File: config.mk
export PLATFORM = sky130hd
export DESIGN_NAME = aud_rec_i2s_mc
export DESIGN_NICKNAME = d
export VERILOG_FILES = /design/src/rtl/aud_pkg.sv /design/src/rtl/i2s_deser.sv /design/src/rtl/aud_rec_i2s_mc.sv
export SDC_FILE = /design/constraint.sdc
export NUM_CORES = 1
export LEC_CHECK = 0
export BUFFER_PORTS_ARGS = -buffer_cell sky130_fd_sc_hd__buf_4
export CAP_MARGIN = 30
export CORE_ASPECT_RATIO = 0.5
export CORE_MARGIN = 1
export CORE_UTILIZATION = 55
export DETAILED_ROUTE_END_ITERATION = 12
export PLACE_DENSITY = 0.86
export SYNTH_ARGS = -nofsm -noshare
export SYNTH_HDL_FRONTEND = slang
export SYNTH_SLANG_ARGS = --single-unit
File: constraint.sdc
create_clock -name i_clk -period 3.7 [get_ports i_clk]
set_clock_uncertainty 0.2 [all_clocks]
set_input_delay 0.74 -clock i_clk [delete_from_list [all_inputs] [get_ports i_clk]]
set_output_delay 0.74 -clock i_clk [all_outputs]
set_load 0.05 [all_outputs]
File: src/rtl/aud_pkg.sv
// Shared types and constants for the multi-channel I2S recorder.
// Holds the recorder state enum, channel-mode codes and default widths.
package aud_pkg;

    typedef enum logic [2:0] {
        IDLE,
        ARMED,
        DELAY,
        SHIFT,
        STORE,
        PAUSE
    } state_t;

    localparam int CH_LEFT    = 0;
    localparam int CH_RIGHT   = 1;
    localparam int CH_STEREO  = 2;

    localparam int DEF_DATA_W = 16;
    localparam int DEF_ADDR_W = 20;

endpackage

File: src/rtl/i2s_deser.sv
// I2S deserialiser: LR-clock edge detect, delay slot and DATA_W shifter.
// Ports: clk/rst_n; lrc, data from the codec; go starts a word, kill drops it;
// edge_any/edge_ch report an LRC edge and its channel (1 = right);
// sample_valid marks the LSB cycle; abort flags an edge inside a word;
// channel/sample hold the captured word's channel and bits.
module i2s_deser
    import aud_pkg::*;
#(
    parameter int DATA_W = DEF_DATA_W
) (
    input  logic              clk,
    input  logic              rst_n,
    input  logic              lrc,
    input  logic              data,
    input  logic              go,
    input  logic              kill,
    output logic              edge_any,
    output logic              edge_ch,
    output logic              sample_valid,
    output logic              abort,
    output logic              channel,
    output logic [DATA_W-1:0] sample
);

    localparam int CW = $clog2(DATA_W);
    localparam logic [CW-1:0] LAST_BIT = CW'(DATA_W - 1);

    logic          lrc_q;
    logic          active;
    logic [CW-1:0] cnt;

    assign edge_any     = lrc_q != lrc;
    assign edge_ch      = lrc;
    assign abort        = active & edge_any;
    assign sample_valid = active & ~edge_any & (cnt == LAST_BIT);

    // The edge cycle itself is the I2S delay bit, so the MSB is
    // taken on the first cycle after go.
    always_ff @(posedge clk or negedge rst_n) begin
        if (!rst_n) begin
            lrc_q   <= 1'b0;
            active  <= 1'b0;
            cnt     <= '0;
            channel <= 1'b0;
            sample  <= '0;
        end else begin
            lrc_q <= lrc;
            if (active && !edge_any) begin
                sample <= {sample[DATA_W-2:0], data};
            end
            if (go) begin
                active  <= 1'b1;
                cnt     <= '0;
                channel <= lrc;
            end else if (kill || abort || sample_valid) begin
                active <= 1'b0;
            end else if (active) begin
                cnt <= cnt + CW'(1);
            end
        end
    end

endmodule

File: src/rtl/aud_rec_i2s_mc.sv
// I2S ADC recorder: deserialises codec samples and writes them to SRAM.
// Ports: i_clk (BCLK), i_rst_n, i_adclrck, i_data; i_start/i_pause/i_stop
// control; o_we, o_address, o_data write port; o_length, o_full, o_busy
// status; o_peak (max magnitude) only when AUD_REC_PEAK_EN is defined.
module aud_rec_i2s_mc
    import aud_pkg::*;
#(
    parameter int DATA_W  = DEF_DATA_W,
    parameter int ADDR_W  = DEF_ADDR_W,
    parameter int DEPTH   = 2 ** ADDR_W,
    parameter int CH_MODE = CH_LEFT
) (
    input  logic              i_clk,
    input  logic              i_rst_n,
    input  logic              i_adclrck,
    input  logic              i_data,
    input  logic              i_start,
    input  logic              i_pause,
    input  logic              i_stop,
    output logic              o_we,
    output logic [ADDR_W-1:0] o_address,
    output logic [DATA_W-1:0] o_data,
    output logic [ADDR_W:0]   o_length,
    output logic              o_full,
`ifdef AUD_REC_PEAK_EN
    output logic [DATA_W-1:0] o_peak,
`endif
    output logic              o_busy
);

    localparam logic [ADDR_W-1:0] LAST = ADDR_W'(DEPTH - 1);

    state_t            state;
    state_t            state_n;
    logic [ADDR_W-1:0] addr;
    logic [ADDR_W:0]   len;
    logic              full;
    logic              want_r;
    logic              go;
    logic              kill;
    logic              edge_any;
    logic              edge_ch;
    logic              sample_valid;
    logic              abort;
    logic              channel;
    logic [DATA_W-1:0] sample;
    logic              wanted;
    logic              at_last;

    i2s_deser #(
        .DATA_W(DATA_W)
    ) u_deser (
        .clk         (i_clk),
        .rst_n       (i_rst_n),
        .lrc         (i_adclrck),
        .data        (i_data),
        .go          (go),
        .kill        (kill),
        .edge_any    (edge_any),
        .edge_ch     (edge_ch),
        .sample_valid(sample_valid),
        .abort       (abort),
        .channel     (channel),
        .sample      (sample)
    );

    // In stereo only the channel due next is accepted, so a resume
    // after a split pair always restarts on a left edge.
    assign wanted = edge_any &
        ((CH_MODE == CH_LEFT)  ? ~edge_ch :
         (CH_MODE == CH_RIGHT) ?  edge_ch :
                                 (edge_ch == want_r));
    assign at_last = addr == LAST;

    always_comb begin
        state_n = state;
        go      = 1'b0;
        kill    = 1'b0;
        unique case (state)
            IDLE: begin
                if (!i_stop && !i_pause && i_start) state_n = ARMED;
            end
            ARMED: begin
                if (i_stop) begin
                    state_n = IDLE;
                end else if (i_pause) begin
                    state_n = PAUSE;
                end else if (wanted) begin
                    state_n = DELAY;
                    go      = 1'b1;
                end
            end
            DELAY, SHIFT: begin
                if (i_stop) begin
                    state_n = IDLE;
                    kill    = 1'b1;
                end else if (i_pause) begin
                    state_n = PAUSE;
                    kill    = 1'b1;
                end else if (abort) begin
                    if (wanted) begin
                        state_n = DELAY;
                        go      = 1'b1;
                    end else begin
                        state_n = ARMED;
                    end
                end else if (sample_valid) begin
                    state_n = STORE;
                end else begin
                    state_n = SHIFT;
                end
            end
            STORE: begin
                if (at_last || i_stop) state_n = IDLE;
                else if (i_pause)      state_n = PAUSE;
                else                   state_n = ARMED;
            end
            PAUSE: begin
                if (i_stop)                   state_n = IDLE;
                else if (!i_pause && i_start) state_n = ARMED;
            end
            default: state_n = IDLE;
        endcase
    end

    always_ff @(posedge i_clk or negedge i_rst_n) begin
        if (!i_rst_n) begin
            state  <= IDLE;
            addr   <= '0;
            len    <= '0;
            full   <= 1'b0;
            want_r <= 1'b0;
        end else begin
            state <= state_n;
            if (state == IDLE && state_n == ARMED) begin
                addr <= '0;
                len  <= '0;
                full <= 1'b0;
            end
            if (state == STORE) begin
                len    <= len + (ADDR_W + 1)'(1);
                want_r <= (CH_MODE == CH_STEREO) && !channel;
                if (at_last) full <= 1'b1;
                else         addr <= addr + ADDR_W'(1);
            end
            if (state_n == IDLE || state_n == PAUSE) want_r <= 1'b0;
        end
    end

`ifdef AUD_REC_PEAK_EN
    localparam logic [DATA_W-1:0] MAXP = {1'b0, {(DATA_W-1){1'b1}}};

    logic [DATA_W-1:0] mag;
    logic [DATA_W-1:0] peak;

    // The most negative code has no positive twin; clamp it.
    always_comb begin
        mag = sample;
        if (sample[DATA_W-1]) mag = (sample == ~MAXP) ? MAXP : -sample;
    end

    always_ff @(posedge i_clk or negedge i_rst_n) begin
        if (!i_rst_n) begin
            peak <= '0;
        end else if (state == IDLE && state_n == ARMED) begin
            peak <= '0;
        end else if (state == STORE && mag > peak) begin
            peak <= mag;
        end
    end

    assign o_peak = peak;
`endif

    assign o_we      = state == STORE;
    assign o_address = addr;
    assign o_data    = sample;
    assign o_length  = len;
    assign o_full    = full;
    assign o_busy    = state inside {ARMED, DELAY, SHIFT, STORE};

endmodule

Word-level counts from Yosys, hierarchy flattened
Cells that the tools add are included.
{ "word_totals": {"reg_bits": 67, "latchBits": 0, "ramBits": 0, "rom_bits": 0, "input_bits": 7, "output_inout_bits": 60, "word_cells": 82, "memories": 0} }
{ "classes": {"n_addsub": 3, "mul": 0, "div": 0, "n_lt_le_gt_ge": 0, "eq_ne": 10, "shifts": 0, "muxes": 37, "bitwise": 6, "n_reduce_logical": 18} }
{ "op_table": {"columns": ["op", "count"], "rows": [
  ["$mux 20", 3],
  ["$mux 21", 2],
  ["$mux 3", 12],
  ["$add 21x1->21 const B", 1],
  ["$add 20x1->20 const B", 1],
  ["$eq 20x20->1 const B", 1],
  ["$pmux 3 s5", 1],
  ["$mux 1", 14],
  ["$mux 4", 3],
  ["$eq 3x1->1 const B", 2],
  ["$eq 3x2->1 const B", 2],
  ["$eq 3x3->1 const B", 2],
  ["$reduce_bool 2->1", 3],
  ["$logic_and 1x1->1", 5],
  ["$add 4x1->4 const B", 1],
  ["$and 1x1->1", 4],
  ["$eq 4x4->1 const B", 1],
  ["$reduce_bool 4->1", 1],
  ["$logic_not 1->1", 3],
  ["$logic_not 3->1", 1],
  ["$logic_or 1x1->1", 3],
  ["$mux 2", 1],
  ["$ne 2x2->1 const B", 1],
  ["$not 1->1", 2],
  ["other kinds (4)", 4]
]} }

Logic depth before layout (Yosys ltp)
Gate-level depths: netlist (run 1).
{ "logic_depth": {"ltp_word": 14, "depth_mapped": 9, "ltp_nobuf": 7} }

Cells and area by module
A second synthesis (run 1) with hierarchy kept.
{ "hier_totals": {"cells_unflattened": 354, "area_unflattened_um2": 3570.9} }
{ "by_module_without_submodules": {"columns": ["module", "instances", "cells_per_inst", "area_per_inst_um2", "seq_area_each_um2"], "rows": [
  ["aud_rec_i2s_mc", 1, 283, 2543.7, 1126.1],
  ["i2s_deser", 1, 71, 1027.2, 575.6]
]} }

Worst setup path before layout (run 1)
No wires, ideal clock.
{ "synth_path": {"path_kind": "input -> register", "start": "input i_adclrck", "end": "register u_deser.sample[10]", "setup_time_ns": 0.125, "arrival_ns": 2.053, "required_time_ns": 3.375, "setup_slack_ns": 1.322, "path_stages": 5, "n_path_buf": 1, "path_cell_list": "inv_1 ha_1 nand2_1 clkbuf_1 mux2_2"} }
{ "synth_between": {"elab_chain_cells": 3} }
{ "synth_rtl": {"columns": ["item", "line_no", "text"], "rows": [
  ["from (decl)", "aud_rec_i2s_mc.sv:15", "input logic i_adclrck,"],
  ["$ne 1x1->1", "i2s_deser.sv:32", "assign edge_any = lrc_q != lrc;"],
  ["$logic_not 1->1", "i2s_deser.sv:48", "if (active && !edge_any) begin"],
  ["$logic_and 1x1->1", "i2s_deser.sv:48", null],
  ["to (signal assigned)", "i2s_deser.sv:49", "sample <= {sample[DATA_W-2:0], data};"],
  ["to (decl)", "i2s_deser.sv:22", "output logic [DATA_W-1:0] sample"]
]} }
Every way passes these cells.
A chain may end at the register's enable or synchronous reset.

Final worst setup path (run 1)
{ "layout_path": {"start": "register state[1]", "end": "output o_we"} }
{ "layout_between": {"elab_chain_cells": 1} }
{ "layout_rtl": {"columns": ["item", "line_no", "text"], "rows": [
  ["from (decl)", "aud_rec_i2s_mc.sv:33", "state_t state;"],
  ["from (signal assigned)", "aud_rec_i2s_mc.sv:134", "state <= state_n;"],
  ["$eq 3x3->1", "aud_rec_i2s_mc.sv:175", "assign o_we = state == STORE;"],
  ["to (decl)", "aud_rec_i2s_mc.sv:20", "output logic o_we,"]
]} }
Every way passes these cells.

==> results.toml, run 1 <==
[sta]
timing.setup.tns_ps = 0
layout_min_cycle_time_ps = 2630
relSlewSlack_pct = 44.8
final_max_tran_viols = 0
finalSetupViolCount = 0
rsz0062_at_grt = "false"
worst_slew_pin_slew_ps = 825
finalHoldViolCount = 0
whs_ps = 290
period_share_pct = 71.0
max_freq_mhz = 380

[critical_path]
crit_top_cell = "buf_4"
cp-startpoint = "state[1]"
worst_path_max_delay_cell = "dfrtp_1"
cp.arrival_ps = 1690
critical-path-max-stage-delay_ps = 450
crit-reg2reg-launch = "o_address[0]"
start_kind = "flip-flop"
r2r_setup_slack_ps = 1080
worst-path-max-fanout = 26
end_kind = "output pin"
cp_data_required_time_ps = 2760
crit_path_cell_trace = "nor2_1 > nand2_1 > buf_4 > inv_1 > buf_4"
timing_worst_setup_path_type = "reg2out"

[clock_tree]
clk_pin_slew_worst_paths_ps = 50
cts_resized = 0
htree_levels = 3
tritoncts.num_buffers = 9
postCtsHoldBufs = 0
cts_tree = "yes"
post_cts_buffers = 0
cts_max_path_buffers = 2
clk-insertion-delay-late_ps = 330
clock-root-buffer = "clkbuf_16"
cts_num_sinks = 67

[synthesis]
post_synth.cell_area_avg_um2 = 9.75
postSynth.asyncResetShare_pct = 100
synth_seq_cells = 67
synthesis.yosys.warnings = 0
ys_dominant_reg_cell = "dfrtp_1"
post-synth-top-area-cell = "dfrtp_1"
synth_largest_type_area_fraction_pct = 49.6
synthesis.nets = 358
ys_top_cells_by_area = "dfrtp_1, o21ai_0, mux2_2"
synth.cell_area_um2 = 3380
ys_types = 47
syn-instance-count = 347
post_synth_edffs = 0
sequential_area_share_after_synthesis_pct = 49.6

[power_and_ir_drop]
power.leakage_uw = 0.00201
maximum_vdd_drop_mv = 0.289
power.density_nw_per_um2 = 500

[routing]
ant_nets = 0
initialDrtViolationCount = 321
detailedRoute.firstPassIterationCount = 5
detail_route.wirelength_um = 8160
routedWlPerCell_um = 16.6
remaining_drc_errors = 0
num_vias = 3060
post_drt_via_cell_ratio = 6.22

[layout]
final_net_count = 426
fill_cell_instance_count_of_the_final_layout = 404
synthToLayoutAreaGrowth_pct = 24.4
antenna_cells = 0
final_layout_size_suffix_gt1_share_pct = 26.3
layout.cell_area.non_filler_um2 = 4210
layout.cells.most_common = "buf_4"
layout_common_cells = "buf_4, dfrtp_1, o21ai_0"

[die]
total_die_area_um2 = 6490
placement_rows = 19
top_level_ports = 67
chipHeight_um = 57.5
floorplan.initialDensity_pct = 59.3
die_w_um = 113
core_region_area_um2 = 5710

[global_routing]
grt_usage_pct = 27.0
global_route.overflow_total = 0
grt_first_pass_wirelength_um = 13400
first_global_vias = 2833
grt_start_max_net_pins = 68
grt_antenna_before_repair = 0

[placed_design]
finalWeightedCongestion = 0.844
place.port_buffers = 66
placed_cell_area_um2 = 3930
detailed_place_hpwl_um = 5350

[worst_hold_path]
min_path_type = "reg2reg"
holdCritStartpoint = "o_full"

[job]
drv.max_cap_violation_count = 0

[run_status]
status = "completed"
per-layer routing:
| layer | vias up | share of wire, % | track usage (%) |
|---|---|---|---|
| li1 | 1423 | - | - |
| met1 | 1501 | 43 | 33.2 |
| met2 | 111 | 49 | 44.4 |
| met3 | 25 | 5.8 | 8.18 |
| met4 | 0 | 2.0 | 12.8 |
| met5 | - | 0 | 0 |
state kept, by name (all words and copies together), names as in the netlist:
| register | flops |
|---|---|
| state | 3 |
| o_full | 1 |
| o_address | 20 |
| u_deser.sample | 16 |
| u_deser.cnt | 4 |
| o_length | 21 |
| u_deser.active | 1 |
| u_deser.lrc_q | 1 |
cells in the mapped netlist, types with 6 or more instances:
library cell   n
dfrtp_1       67
o21ai_0       45
nand2_1       34
nand3_1       24
a21oi_1       22
mux2_2        17
nor2_1        17
a31oi_1       16
inv_1         12
nand4_1       12
nor3_1         7
and3_1         6
buf_2          6
critical path: cells and delay by family (launching register included):
family                 cells  cell delay, ps
flip-flops                 1             450
buffers and inverters      3             530
AND/OR/NAND/NOR            2             380
through the flow:
stage | total power, uW | instances | utilization [%] | setup slack, ps
after detailed placement | 1310 | 477 | 68.9 | 806
after floorplan | 1160 | 347 | - | 1320
after CTS | 2120 | 492 | 73.8 | 1080
after global routing | 2190 | 492 | 73.8 | 937
final | 2110 | 492 | 73.8 | 1070
after global placement | 1290 | 477 | 68.9 | 974
where the power goes:
part / total [uW] / leakage (uW) / switching (uW) / internal [uW]
clock: 798 / 0.000141 / 296 / 502
sequential: 868 / 0.000922 / 75.2 / 793
combinational: 441 / 0.000951 / 309 / 131
total: 2110 / 0.00201 / 681 / 1430
path summary, 6_finish.rpt:
check / to / depth (start not counted)
max: o_we / 5
min: o_full / 1
max reg2reg: o_address[19] / 8
min reg2reg: o_full / 1
max in group asynchronous: o_length[9] / 1
min in group asynchronous: u_deser.sample[0] / 1
kinds of logic (layout without fill, tap and decap cells):
family                     count (synthesis)  in the layout  share of synthesized area (%)
buffers and inverters                     27             99                           3.88
DFF                                       67             67                           49.6
muxes                                     22             22                           7.14
adders and majority gates                  4              4                           1.48
and+or+nand+nor                          117            117                           18.3
xor gates and xnor gates                   4              4                           1.04
AOI/OAI and AO/OA                        106            106                           18.6
cell type report:
cell class	instances	area [um2]	share of cell area [%]
tap	73	91.3	2.17
multi-input combinational	253	1580	37.4
timing repair buffer	72	541	12.8
clock buffer	13	270	6.42
clock inverter	2	10.0	0.238
inverter	12	45.0	1.07
sequential	67	1680	39.8
Power figures use the tool's default switching activity.
==> run 2: changes to the inputs <==
--- a/config.mk
+++ b/config.mk
@@ -9,9 +9,9 @@
 export CAP_MARGIN = 30
 export CORE_ASPECT_RATIO = 0.5
 export CORE_MARGIN = 1
-export CORE_UTILIZATION = 55
+export CORE_UTILIZATION = 50
 export DETAILED_ROUTE_END_ITERATION = 12
-export PLACE_DENSITY = 0.86
+export PLACE_DENSITY = 0.82
 export SYNTH_ARGS = -nofsm -noshare
 export SYNTH_HDL_FRONTEND = slang
 export SYNTH_SLANG_ARGS = --single-unit
==> constraint.sdc (replaced) <==
create_clock -name i_clk -period 2.4 [get_ports i_clk]
set_clock_uncertainty 0.2 [all_clocks]
set_input_delay 0.48 -clock i_clk [delete_from_list [all_inputs] [get_ports i_clk]]
set_output_delay 0.48 -clock i_clk [all_outputs]
set_load 0.05 [all_outputs]
==> run 2 against run 1 <==
Net effect: critical path depth is the same; count of clock-buffer cells in the layout is 2 higher; setup slack worse by 910 ps; core utilization shrank 3.8 points; design area up 4.8%; critical endpoint unchanged.
==> results.toml, run 2 (synthesis gave the netlist of run 1 again) <==
[run_status]
status = "completed"

[placed_design]
place.port_buffers = 66
finalWeightedCongestion = 0.878
detailed_place_hpwl_um = 5550

[critical_path]
crit_top_cell = "buf_4"
worst-path-max-fanout = 25
crit_path_cell_trace = "nor2_1 > nand2_1 > buf_4 > inv_1 > buf_4"
start_kind = "flip-flop"
cp_data_required_time_ps = 1720
worst_path_max_delay_cell = "dfrtp_1"
timing_worst_setup_path_type = "reg2out"
critical-path-max-stage-delay_ps = 420
end_kind = "output pin"
cp.arrival_ps = 1560

[sta]
relSlewSlack_pct = 49.1
finalHoldViolCount = 0
final_max_tran_viols = 0
layout_min_cycle_time_ps = 2240
rsz0062_at_grt = "false"
finalSetupViolCount = 0
whs_ps = 67.9
max_freq_mhz = 446
worst_slew_pin_slew_ps = 760
period_share_pct = 93.4

[routing]
post_drt_via_cell_ratio = 5.88
detailedRoute.firstPassIterationCount = 5
detail_route.wirelength_um = 8130
routedWlPerCell_um = 15.4
ant_nets = 0
num_vias = 3105
remaining_drc_errors = 0
initialDrtViolationCount = 324

[global_routing]
first_global_vias = 2898
grt_use_met3_pct = 6.49
grtUsageMet1_pct = 30.4
grt_first_pass_wirelength_um = 13500
globalRoute.busiestLayer = "met2"
grt_antenna_before_repair = 0
grt.met2_usage_pct = 42.2
grt_start_max_net_pins = 61
grt_usage_pct = 24.6
global_route.overflow_total = 0

[layout]
fill_cell_instance_count_of_the_final_layout = 460
antenna_cells = 0
final_layout_size_suffix_gt1_share_pct = 29.3
largest_reg_flops = 21
final_net_count = 446
synthToLayoutAreaGrowth_pct = 30.4
layout_common_cells = "buf_4, dfrtp_1, o21ai_0"
multi_input_area_um2 = 1580
layout.cells.most_common = "buf_4"
seqCellArea_um2 = 1680
final_core_util_pct = 70.0

[worst_hold_path]
min_path_type = "in2reg"

[clock_tree]
cts_tree = "yes"
clock-root-buffer = "clkbuf_16"
cts_max_path_buffers = 2
tritoncts.num_buffers = 9
htree_levels = 3
clk-insertion-delay-late_ps = 330
cts_num_sinks = 67
clk_pin_slew_worst_paths_ps = 50
cts_resized = 0

[die]
chipHeight_um = 60.2
total_die_area_um2 = 7120
die_w_um = 118
placement_rows = 20
top_level_ports = 67
floorplan.initialDensity_pct = 53.7
core_region_area_um2 = 6310

[power_and_ir_drop]
maximum_vdd_drop_mv = 0.452
power.leakage_uw = 0.00213
power.density_nw_per_um2 = 751

[job]
drv.max_cap_violation_count = 0
run 2: cell count changes in the layout (fill, tap and decap cells not counted):
cell and delta:
clkinv_2 -1, buf_12 +1, buf_4 +17, dlygate4sd3_1 +1
buf_8 +1, clkbuf_1 +1, clkbuf_8 +1
run 2: layer usage:
metal | vias to the layer above | routed length, um
met5 | - | 0
met4 | 0 | 143
met3 | 15 | 458
met2 | 103 | 3950
met1 | 1520 | 3570
li1 | 1467 | -
run 2: what timing repair did:
action | 4_1_cts | 5_1_grt
hold buffers | 1 | 0
hold endpoints to repair | 7 | 0
buffers inserted | 0 | 0
run 2: final cells by class:
type / count / share of cell area (%)
inverters: 12 / 1.02
multi-input cells: 253 / 35.7
clock buffers: 15 / 6.52
repair buffers: 92 / 16.2
well taps: 88 / 2.50
clock inverters: 1 / 0.113
flip-flops and latches: 67 / 38.0
run 2: final timing paths:
kind                               from           endpoint  slack [ps]  cells after the start
max                            state[0]               o_we         160                      5
min reg2reg                o_length[20]       o_length[20]         290                      1
max reg2reg                o_address[0]       o_address[6]         220                      6
max in group asynchronous       i_rst_n     u_deser.active        1170                      3
min in group asynchronous       i_rst_n  u_deser.sample[0]         310                      2
min                           i_adclrck      u_deser.lrc_q          70                      1
run 2: worst max-delay path, delay by kind of cell (launching register included):
| kind | cells | cell delay, ps |
|---|---|---|
| AND/OR/NAND/NOR | 2 | 260 |
| buffers and inverters | 3 | 540 |
| flip-flops | 1 | 420 |
run 2: report_power, final:
part	total (uW)	switching, uW	internal, uW
clock network	1260	453	811
registers	1320	95.6	1220
logic	735	499	236
run 2: stage by stage:
stage / power [uW] / worst slack, ps / instances / cell area, um2 / setup TNS (ps)
6_report: 3320 / 158 / 528 / 4410 / 0
3_5_place_dp: 2070 / 256 / 511 / 4110 / 0
4_1_cts: 3340 / 154 / 528 / 4410 / 0
3_3_place_gp: 2040 / -29.3 / 510 / 4100 / -29.3
2_1_floorplan: 1790 / 38.5 / 347 / 3380 / 0
5_1_grt: 3450 / 61.5 / 528 / 4410 / 0
==> run 3: changes to the inputs <==
--- a/config.mk
+++ b/config.mk
@@ -9,9 +9,9 @@
 export CAP_MARGIN = 30
 export CORE_ASPECT_RATIO = 0.5
 export CORE_MARGIN = 1
-export CORE_UTILIZATION = 50
+export CORE_UTILIZATION = 30
 export DETAILED_ROUTE_END_ITERATION = 12
-export PLACE_DENSITY = 0.82
+export PLACE_DENSITY = 0.56
 export SYNTH_ARGS = -nofsm -noshare
 export SYNTH_HDL_FRONTEND = slang
 export SYNTH_SLANG_ARGS = --single-unit
==> run 3 against run 2 <==
Net effect: the run now ends with DRC left; combinational power rose by 2.9%; critical path type unchanged; critical path depth unchanged; register-to-register slack worse by 30 ps; core utilization down 27 points; via count is 2.8% lower; non-clock buffer count rose by 7; flip-flop and latch count unchanged; critical endpoint unchanged; final cell count is 11% higher; die area rose by 65%; first-iteration DRC count fell by 53%.
==> results.toml, run 3 (synthesis gave the netlist of run 1 again) <==
[layout]
finish.cell_count_without_fillers = 587
antenna_cells = 0
final_net_count = 453
layout_common_cells = "buf_4, dfrtp_1, o21ai_0"
largest_reg_flops = 21
layout.cells.most_common = "buf_4"
synthToLayoutAreaGrowth_pct = 33.0
final_layout_size_suffix_gt1_share_pct = 30.4

[routing]
detail_route.wirelength_um = 8250
initialDrtViolationCount = 152
routedWlPerCell_um = 14.1
ant_nets = 0
post_drt_via_cell_ratio = 5.14
num_vias = 3018
remaining_drc_errors = 4
detailedRoute.firstPassIterationCount = 8

[clock_tree]
clk_pin_slew_worst_paths_ps = 50
htree_levels = 3
clock-root-buffer = "clkbuf_16"
tritoncts.num_buffers = 9
cts_num_sinks = 67
cts_max_path_buffers = 2
clk-insertion-delay-late_ps = 330
cts_tree = "yes"
cts_resized = 0

[die]
placement_rows = 26
core_region_area_um2 = 10600
top_level_ports = 67
die_w_um = 152
total_die_area_um2 = 11700
floorplan.initialDensity_pct = 32.0
chipHeight_um = 77.1

[sta]
whs_ps = 71.8
final_max_tran_viols = 0
worst_slew_pin_slew_ps = 807
period_share_pct = 93.7
timing.setup.tns_ps = 0
relSlewSlack_pct = 45.9
finalHoldViolCount = 0
finalSetupViolCount = 0
rsz0062_at_grt = "false"
layout_min_cycle_time_ps = 2250
max_freq_mhz = 445

[job]
drv.max_cap_violation_count = 0

[run_status]
status = "complete, but fails checks"
failed_checks = "DRC"

[critical_path]
r2r.worst_path.cells = 6
worst-path-max-fanout = 25
timing_worst_setup_path_type = "reg2out"
cp_data_required_time_ps = 1720
cp.arrival_ps = 1570
start_kind = "flip-flop"
end_kind = "output pin"

[placed_design]
detailed_place_hpwl_um = 5860
finalWeightedCongestion = 0.751
post_place_cells = 570
place.port_buffers = 66

[global_routing]
grt_start_max_net_pins = 36
first_global_vias = 2869
grt_first_pass_wirelength_um = 14200
global_route.overflow_total = 0
grt_usage_pct = 15.1
grt_antenna_before_repair = 0

[worst_hold_path]
min_path_type = "in2reg"
instance_count_along_the_most_critical_hold_path = 1

[power_and_ir_drop]
power_uw = 3230
power.leakage_uw = 0.00214
maximum_vdd_drop_mv = 0.341
power.density_nw_per_um2 = 717
==> run 3: cell types whose count changed in the layout (fill, tap and decap cells not counted), sizes merged <==
cell      change
clkbuf        -4
clkinv        +2
clkinvlp      +2
buf           +7
==> run 3: power by group <==
part / leakage, uW / internal [uW] / switching [uW]
combinational: 0.00109 / 250 / 506
clock: 0.000125 / 693 / 475
sequential: 0.000922 / 1220 / 80.7
total: 0.00214 / 2160 / 1060
==> run 3: metal layers <==
metal | vias to the layer above | GRT usage (%) | share of wire [%]
li1 | 1488 | - | -
met1 | 1461 | 19.8 | 49
met2 | 63 | 23.5 | 45
met3 | 6 | 4.35 | 5.5
met4 | 0 | 5.71 | 1.0
met5 | - | 0 | 0
==> run 3: what timing repair did <==
action,4_1_cts,5_1_grt
hold buffers,1,0
setup buffers,0,0
hold endpoints to repair,34,0
==> run 3: critical path, stage by stage, from the launching register on <==
cell     delay [ps]
dfrtp_1         420
nor2_1          150
nand2_1         110
buf_4           230
inv_1           120
buf_4           200
==> run 3: final timing paths <==
path | slack (ps) | endpoint | startpoint
hold / removal | 70 | u_deser.lrc_q | i_adclrck
min in group asynchronous | 450 | u_deser.cnt[3] | i_rst_n
setup / recovery | 150 | o_we | state[0]
hold reg to reg | 290 | o_length[20] | o_length[20]
setup reg to reg | 190 | o_address[6] | o_address[0]
max in group asynchronous | 1020 | o_length[17] | i_rst_n
==> run 3: through the flow <==
step	worst slack (ps)	utilization [%]	cell area, um2
6_report	151	42.6	4500
4_1_cts	141	42.6	4500
2_1_floorplan	38.5	-	3380
3_5_place_dp	181	40.0	4230
5_1_grt	48.6	42.6	4500
3_3_place_gp	-131	39.8	4210
==> run 3: layout make-up <==
type / instances / area (um2)
clock inverter: 5 / 30.0
inverter: 12 / 45.0
sequential: 67 / 1680
clock buffer: 11 / 233
tap: 140 / 175
multi-input combinational: 253 / 1580
timing repair buffer: 99 / 766
fill: 1052 / 6070
